[src/rtl/sipo_frame_rx.sv]
// Serial-to-parallel frame receiver: shifts WIDTH framed bits into a word
// and hands it off through a valid/ready output register.
module sipo_frame_rx #(
    parameter int WIDTH     = 8,
    parameter bit MSB_FIRST = 1'b1
) (
    input  logic             clk,
    input  logic             rst_n,
    input  logic             serial_in,
    input  logic             serial_en,
    input  logic             frame_start,
    input  logic             out_ready,
    input  logic             clear_err,
    output logic [WIDTH-1:0] parallel_out,
    output logic             out_valid,
    output logic             busy,
    output logic             overrun,
    output logic             frame_err
);

    localparam int CW = $clog2(WIDTH + 1);

    typedef enum logic {
        IDLE,
        SHIFT
    } state_t;

    state_t           state_q, state_d;
    logic [WIDTH-1:0] shift_q, shift_d;
    logic [WIDTH-1:0] pout_q, pout_d;
    logic [CW-1:0]    cnt_q, cnt_d;
    logic             valid_q, valid_d;
    logic             ovr_q, ovr_d;
    logic             ferr_q, ferr_d;

    logic [WIDTH-1:0] base;
    logic [WIDTH-1:0] word;
    logic [CW-1:0]    cnt_base;
    logic [CW-1:0]    cnt_inc;
    logic             take;
    logic             restart;
    logic             done;
    logic             slot_free;

    always_ff @(posedge clk) begin
        if (!rst_n) begin
            state_q <= IDLE;
            shift_q <= '0;
            cnt_q   <= '0;
            pout_q  <= '0;
            valid_q <= 1'b0;
            ovr_q   <= 1'b0;
            ferr_q  <= 1'b0;
        end else begin
            state_q <= state_d;
            shift_q <= shift_d;
            cnt_q   <= cnt_d;
            pout_q  <= pout_d;
            valid_q <= valid_d;
            ovr_q   <= ovr_d;
            ferr_q  <= ferr_d;
        end
    end

    always_comb begin
        state_d = state_q;
        shift_d = shift_q;
        cnt_d   = cnt_q;
        pout_d  = pout_q;
        valid_d = valid_q;
        ovr_d   = ovr_q;
        ferr_d  = 1'b0;

        restart  = serial_en && frame_start;
        take     = serial_en && (frame_start || (state_q == SHIFT));
        // A restart discards the partial word, so shift from an empty base
        base     = restart ? '0 : shift_q;
        cnt_base = restart ? '0 : cnt_q;
        cnt_inc  = cnt_base + CW'(1);
        if (MSB_FIRST) begin
            word = {base[WIDTH-2:0], serial_in};
        end else begin
            word = {serial_in, base[WIDTH-1:1]};
        end
        done      = take && (cnt_inc == CW'(WIDTH));
        slot_free = !valid_q || out_ready;

        if (take) begin
            ferr_d = restart && (state_q == SHIFT);
            if (done) begin
                state_d = IDLE;
                shift_d = '0;
                cnt_d   = '0;
            end else begin
                state_d = SHIFT;
                shift_d = word;
                cnt_d   = cnt_inc;
            end
        end

        // Clear first so a same-edge drop still leaves overrun set
        if (clear_err) begin
            ovr_d = 1'b0;
        end

        if (done && slot_free) begin
            pout_d  = word;
            valid_d = 1'b1;
        end else if (done) begin
            ovr_d = 1'b1;
        end else if (valid_q && out_ready) begin
            valid_d = 1'b0;
        end
    end

    assign parallel_out = pout_q;
    assign out_valid    = valid_q;
    assign busy         = (state_q == SHIFT);
    assign overrun      = ovr_q;
    assign frame_err    = ferr_q;

endmodule

[config.mk]
export PLATFORM = sky130hd
export DESIGN_NAME = sipo_frame_rx
export DESIGN_NICKNAME = d
export VERILOG_FILES = /design/src/rtl/sipo_frame_rx.sv
export SDC_FILE = /design/constraint.sdc
export NUM_CORES = 1
export LEC_CHECK = 0
export CAP_MARGIN = 30
export CELL_PAD_IN_SITES_DETAIL_PLACEMENT = 2
export CELL_PAD_IN_SITES_GLOBAL_PLACEMENT = 2
export CORE_ASPECT_RATIO = 1.5
export CORE_MARGIN = 1
export CORE_UTILIZATION = 25
export CTS_CLUSTER_DIAMETER = 200
export DETAILED_ROUTE_END_ITERATION = 6
export DONT_BUFFER_PORTS = 1
export PLACE_DENSITY = 0.62
export SLEW_MARGIN = 30
export SYNTH_ARGS = -nofsm -noshare
export SYNTH_HDL_FRONTEND = slang
export SYNTH_SLANG_ARGS = --single-unit
[constraint.sdc]
create_clock -name clk -period 2.8 [get_ports clk]
set_clock_uncertainty 0.2 [all_clocks]
set_input_delay 0 -clock clk [delete_from_list [all_inputs] [get_ports clk]]
set_output_delay 0 -clock clk [all_outputs]
set_load 0.02 [all_outputs]
# Word level (Yosys, flattened, before mapping)
# Index checks and enable logic that the tools add are counted.
# classes
n_eq_ne,2
n_reduce_logical,12
muxes,11
addsub,1
# op_table
cell,n
$mux W7,2
$mux W4,2
$mux W1,7
$logic_and A1 B1 Y1,6
$add A4 B1 Y4 const B,1
$eq A4 B4 Y1 const B,1
$reduce_and A2 Y1,2
$logic_or A1 B1 Y1,2
$ne A2 B1 Y1 const B,1
$reduce_bool A2 Y1,1
$logic_not A1 Y1,1
# word_totals
elab_cells,33
inputBits,7
reg_bits,23

# Longest topological paths before layout
# Gate-level depths: netlist (run 1).
# depth
depth_word,8
depth_mapped,7

# Worst setup path after synthesis (run 1)
# OpenSTA, ideal clock, no wires.
# synth_timing
kind,register -> register
from,register cnt_q[0]
to,register pout_q[0] (netlist: parallel_out[0])
stages_incl_launch_ff,6
setup_ns,0.072
n_path_buf,0
path_slack_ns,0.943
arrival_ns,1.585
t_required_ns,2.528
path_cell_list,dfxtp_1 > and2_1 > ha_1 > nand2_1 > nor4_4 > mux2i_1
# synth_between
elab_chain_cells,5
# synth_rtl
element,line_no,source
from (decl),31,"logic [CW-1:0] cnt_q, cnt_d;"
from (signal assigned),57,cnt_q <= cnt_d;
$mux W4,78,cnt_base = restart ? '0 : cnt_q;
$add A4 B1 Y4,79,cnt_inc = cnt_base + CW'(1);
$eq A4 B4 Y1,85,done = take && (cnt_inc == CW'(WIDTH));
$logic_and A1 B1 Y1,85,
$logic_and A1 B1 Y1,106,if (done && slot_free) begin
to (signal assigned),58,pout_q <= pout_d;
to (decl),30,"logic [WIDTH-1:0] pout_q, pout_d;"
# No other way between the ends.
# A chain may end at the register's enable or synchronous reset.

# Final worst setup path (run 1)
# layout_timing
from,input serial_en
to,register state_q (netlist: busy)
# layout_between
elab_chain_cells,6
elab_cells_between_ends,7
cone_classes,add/sub (1); eq/ne (1); mux (2); reduce/logical (3)
# layout_rtl
element,line_no,source
from (decl),10,"input logic serial_en,"
$logic_and A1 B1 Y1,74,restart = serial_en && frame_start;
$mux W4,78,
$add A4 B1 Y4,79,
$eq A4 B4 Y1,85,
$logic_and A1 B1 Y1,85,
$mux W1,90,if (done) begin
to (signal assigned),55,state_q <= state_d;
to (decl),28,"state_t state_q, state_d;"
# Several ways; a longest one is shown, not always the timed one.

==> results of run 1 <==
worst max-delay path, delay by kind of cell:
family / cells / cell delay [ns]
buf+inv: 2 / 1.24
simple gates: 4 / 0.88
fa+ha+maj: 1 / 0.21
compound gates: 1 / 0.16
routing by layer:
metal,GRT usage (%),vias to the layer above
li1,-,408
met3,2.87,5
met5,0,-
met4,8.68,0
met1,16.8,413
met2,25.3,11
registers in the layout (all words and copies together) (netlist names):
| signal | cells |
|---|---|
| frame_err | 1 |
| cnt_q | 4 |
| out_valid | 1 |
| overrun | 1 |
| shift_q | 7 |
| busy | 1 |
| parallel_out | 8 |
path summary, 6_finish.rpt:
| path | slack [ns] | cells past startpoint | to | start |
|---|---|---|---|---|
| worst max-delay path | 0.27 | 8 | busy | serial_en |
| worst min-delay path | 0.03 | 3 | parallel_out[2] | rst_n |
| worst max register to register | 0.39 | 6 | busy | cnt_q[0] |
| worst min register to register | 0.28 | 2 | parallel_out[6] | shift_q[5] |
power by group through the flow:
| stage | combinational [uW] | clock [uW] | sequential [uW] |
|---|---|---|---|
| finish | 38.0 | 209 | 338 |
| global route | 42.3 | 236 | 339 |
| CTS | 39.6 | 221 | 338 |
| detailed placement | 24.2 | 0 | 346 |
| global placement | 22.8 | 0 | 345 |
| floorplan | 24.0 | 0 | 344 |
layout make-up:
type	instances	area [sq um]	share of cell area (%)
Multi-Input combinational cell	80	502	43.7
Sequential cell	23	460	40.1
Clock buffer	4	45.0	3.93
Tap cell	43	53.8	4.69
Inverter	3	11.3	0.981
Timing Repair Buffer	8	75.1	6.54
through the flow:
stage	instances	utilization, %
finish	161	30.6
CTS	161	30.7
detailed placement	149	27.4
global route	161	30.6
floorplan	111	-
global placement	149	27.4
cell usage in the layout, fill, tap and decap left out, drive strengths merged, types with 2 or more instances in the layout:
cell and instances:
dfxtp 23, o21ai 3, dlygate4sd3 7, nand3 5, o21a 2, o32ai 7
clkbuf 4, and2 5, a21oi 2, a31oi 2, nand2b 2, nor2 2
nor2b 2, o22ai 2, mux2i 8, nor3 2, inv 3, nand2 30
kinds of logic (layout without fill, tap and decap cells):
logic type | after synthesis | after routing | synth area share, %
adder cells (fa/ha/maj) | 1 | 1 | 1.26
XOR/XNOR | 1 | 1 | 0.883
AO/OA/AOI/OAI | 21 | 21 | 15.6
buffers and inverters | 8 | 15 | 3.03
multiplexers | 8 | 8 | 8.07
AND/OR/NAND/NOR | 49 | 49 | 24.7
flip-flops | 23 | 23 | 46.4
==> reports/metrics.cfg, run 1 <==
[layout]
finalNetCount = 127
final_area_sq_um = 1150
drive_above_1_share_pct = 6.78
areaGrowthSynthToFinish_pct = 15.6
fillers = 437
n_antenna_cell = 0

[setup_path]
cp_max_fo = 7
worstPathCellList = dlygate4sd3_1 > nand2_1 > and2_1 > ha_1 > nand2_1 > nor2_1 > a31oi_1 > dlygate4sd3_1
slowest_stage = dlygate4sd3_1
path_class = input port to register
cp-end-kind = register
start_kind = input port
worst_ep_arrival_time_ns = 2.49
worst_path_largest_cell_delay_ns = 0.66
required_ns = 2.76

[cts]
clock_latency_ns = 0.26
cts_max_level = 1
cts_setup_buffers = 0
numCtsBuffers = 3
clock_sink_count = 23
clock_tree.root_cell = clkbuf_8
clockBufferDepth = 2
cts_tree = done
hold_buffers = 8
clk_pin_slew_worst_paths_ns = 0.08
cts_resized = 0

[sta]
max_slew.worst_pin.slew_ns = 0.719
slew_headroom_pct = 51.7
setup_viol = 0
fmax_mhz = 394
slew_viol_final = 0
rsz0062_at_grt = no
hold_violations = 0
fin_ws_ns = 0.265
hold_slack_ns = 0.0279
fin_crit_ns = 2.53
fin_setup_tns_ns = 0
fin_crit_sh_pct = 90.5

[pwr]
combPwrFrac_pct = 6.5
leakagePower_uw = 0.000369
switching_share_pct = 23.5
p_per_area_nw_per_um2 = 509
intPower_uw = 447
clkPwrFrac_pct = 35.7
p_switching_uw = 138
peakVddDrop_mv = 0.262
seqPwrFrac_pct = 57.8
total_power_uw = 584

[grt]
grt_max_degree = 28
grt_usage_pct = 15.0
grt_pass1_wl_mm = 4.47
grt_overflow_total = 0
grt_pass1_vias = 915
antenna_found_initial = 0

[floorplan]
rows = 27
die_w_um = 53.4
fp.coreArea_sq_um = 3750
die_area_sq_um = 4230
dieHeight_um = 79.2
io_pins = 19
initial_core_util_pct = 26.5

[placement]
hpwlAfterDp_mm = 1.87
port_buffers = 0
pre_cts_slack_ns = 0.626
gp_congestion = 0.712
postPlaceCellArea_sq_um = 1030

[flow_run]
maxCapViolations = 0

[logic_synthesis]
syn_avg_cell_area_sq_um = 8.94
yosysUniqueCellTypes = 25
yosys.area.top_type_share_pct = 46.4
synthCells = 111
synth_area_sq_um = 992
synth_fp_nets = 119
synth_seq_cells = 23
synth_edf_count = 0
async_reset_ff_share_pct = 0
yosys-top-cells-count = nand2_1, dfxtp_1, mux2i_1, o32ai_1, and2_1
synthFlopType = dfxtp_1
ys_warn_count = 0
yosys.cell_count.top_type = nand2_1
synth_area_leaders = dfxtp_1, nand2_1, mux2i_1
seq_area_frac_synth_pct = 46.4
synth_top_cell_by_area = dfxtp_1

[routing]
wl_met1_mm = 1.10
wl_per_cell_um = 16.4
dr_wl_met3_um = 67
dr.max_layer_used = met4
wl_mm = 2.64
drcViolationCount = 0
first_pass_iters = 3
vias = 837
wl_met2_mm = 1.41
viasPerCell = 5.20
drt-initial-drc-count = 11
detail-route-antenna-nets = 0

[run_status]
outcome = finished, final reports clean

[hold_path]
worstHoldPathType = input port to register

Power figures use the tool's default switching activity.
==> inputs of run 2 (changes only) <==
Settings changed: CAP_MARGIN 30 to 15, HOLD_SLACK_MARGIN from default to 0.06.
==> run 2 against run 1 <==
  * Critical path depth is the same
  * Via count grew 0.72%
  * Register-to-register slack is essentially flat
  * Fmax grew 0.24%
  * Sequential cell count is the same
  * Final area grew 0.87%
  * Critical endpoint unchanged
  * Largest cell class unchanged
  * Highest routed layer unchanged
==> reports/metrics.cfg, run 2 (same netlist as run 1, synthesis figures left out) <==
[grt]
antenna_found_initial = 0  ; unchanged
grt_max_degree = 28  ; unchanged
grt_pass1_wl_mm = 4.47  ; unchanged
grt_overflow_total = 0  ; unchanged
grt_pass1_vias = 915  ; unchanged
grt_usage_pct = 15.0  ; unchanged

[floorplan]
die_w_um = 53.4  ; unchanged
fp.coreArea_sq_um = 3750  ; unchanged
rows = 27  ; unchanged
initial_core_util_pct = 26.5  ; unchanged
die_area_sq_um = 4230  ; unchanged
io_pins = 19  ; unchanged
dieHeight_um = 79.2  ; unchanged

[routing]
vias = 843  ; was 837
wl_per_cell_um = 16.6  ; was 16.4 um
viasPerCell = 5.20  ; about the same
drt-initial-drc-count = 10  ; was 11
wl_mm = 2.69  ; was 2.64 mm
detail-route-antenna-nets = 0  ; unchanged
first_pass_iters = 4  ; was 3
drcViolationCount = 0  ; unchanged

[setup_path]
path_class = input port to register  ; unchanged
required_ns = 2.76  ; about the same
start_kind = input port  ; unchanged
cp_max_fo = 7  ; unchanged
ff2ff_setup_slack_ns = 0.40  ; was 0.39 ns
rr_endpoint = busy  ; unchanged
worst_ep_arrival_time_ns = 2.49  ; about the same
rr_worst_depth = 6  ; unchanged
cp-end-kind = register  ; unchanged
reg2reg_from = cnt_q[0]  ; unchanged

[flow_run]
maxCapViolations = 0  ; unchanged

[layout]
largest_reg_flops = 8  ; unchanged
finalNetCount = 128  ; was 127
final_common_cell = nand2_1  ; unchanged
areaGrowthSynthToFinish_pct = 16.6  ; was 15.6%
final_cell_mix = nand2_1, dfxtp_1, mux2i_1, dlygate4sd3_1, o32ai_1  ; was nand2_1, dfxtp_1, mux2i_1
n_antenna_cell = 0  ; unchanged
drive_above_1_share_pct = 6.72  ; was 6.78%

[pwr]
p_per_area_nw_per_um2 = 507  ; was 509 nW/um^2
total_power_uw = 587  ; was 584 uW
peakVddDrop_mv = 0.263  ; was 0.262 mV
leakagePower_uw = 0.000373  ; was 0.000369 uW

[cts]
numCtsBuffers = 3  ; unchanged
clock_sink_count = 23  ; unchanged
clock_tree.root_cell = clkbuf_8  ; unchanged
cts_resized = 0  ; unchanged
clockBufferDepth = 2  ; unchanged
clk_pin_slew_worst_paths_ns = 0.08  ; about the same
cts_tree = done  ; unchanged
clock_latency_ns = 0.26  ; about the same
cts_max_level = 1  ; unchanged

[sta]
setup_viol = 0  ; unchanged
fin_crit_sh_pct = 90.3  ; was 90.5%
fin_crit_ns = 2.53  ; about the same
slew_headroom_pct = 51.8  ; was 51.7%
fmax_mhz = 395  ; was 394 MHz
max_slew.worst_pin.slew_ns = 0.717  ; was 0.719 ns
fin_setup_tns_ns = 0  ; unchanged
rsz0062_at_grt = no  ; unchanged
hold_violations = 0  ; unchanged
slew_viol_final = 0  ; unchanged

[placement]
gp_congestion = 0.712  ; unchanged
hpwlAfterDp_mm = 1.87  ; unchanged
port_buffers = 0  ; unchanged

[hold_path]
worstHoldPathType = input port to register  ; unchanged
hold_depth = 4  ; was 3
hold_end = parallel_out[6]  ; was parallel_out[2]
min_from = frame_start  ; was rst_n

[run_status]
outcome = finished, final reports clean  ; unchanged

==> run 2: what timing repair did <==
action / in CTS / in global routing
hold buffers: 8 / 1
hold endpoints to repair: 23 / 4
buffers inserted: 0 / 0
==> run 2: power breakdown <==
part | internal [uW] | switching (uW)
clock network | 102 | 108
logic | 15.3 | 24.1
registers | 331 | 7.22
==> run 2: area by class of cell <==
type                    count  area (sq um)
clock buffers               4          45.0
fillers                   436          2590
inverters                   3          11.3
multi-input cells          80           502
flip-flops and latches     23           460
well taps                  43          53.8
repair buffers              9          85.1
==> run 2: worst max-delay path by stage <==
| stage | end | start | cells after the start |
|---|---|---|---|
| floorplan | parallel_out[0] | cnt_q[0] | 5 |
| global placement | parallel_out[3] | busy | 3 |
| detailed placement | parallel_out[4] | cnt_q[0] | 5 |
| CTS | busy | serial_en | 8 |
| global route | busy | serial_en | 8 |
| finish | busy | serial_en | 8 |
==> run 2: routing by layer <==
layer  part of all wire [%]  GRT usage, %
met5                      0             0
met4                    2.6          8.68
met3                    2.5          2.87
met2                     53          25.3
met1                     42          16.8
==> run 2: critical path, cell delays in order <==
cell and delay, ns:
dlygate4sd3_1 0.66, nand2_1 0.17, and2_1 0.15, ha_1 0.20, nand2_1 0.13, nor2_1 0.43, a31oi_1 0.16, dlygate4sd3_1 0.57
==> run 2: through the flow <==
| stage | cells | hold slack [ns] | setup WS, ns | instance area [sq um] | util (%) |
|---|---|---|---|---|---|
| global route | 162 | 0.114 | 0.110 | 1160 | 30.9 |
| CTS | 161 | 0.0875 | 0.269 | 1150 | 30.7 |
| finish | 162 | 0.0756 | 0.271 | 1160 | 30.9 |
| global placement | 149 | -0.0899 | 0.720 | 1030 | 27.4 |
| detailed placement | 149 | -0.0728 | 0.626 | 1030 | 27.4 |
| floorplan | 111 | -0.0987 | 0.943 | 992 | - |
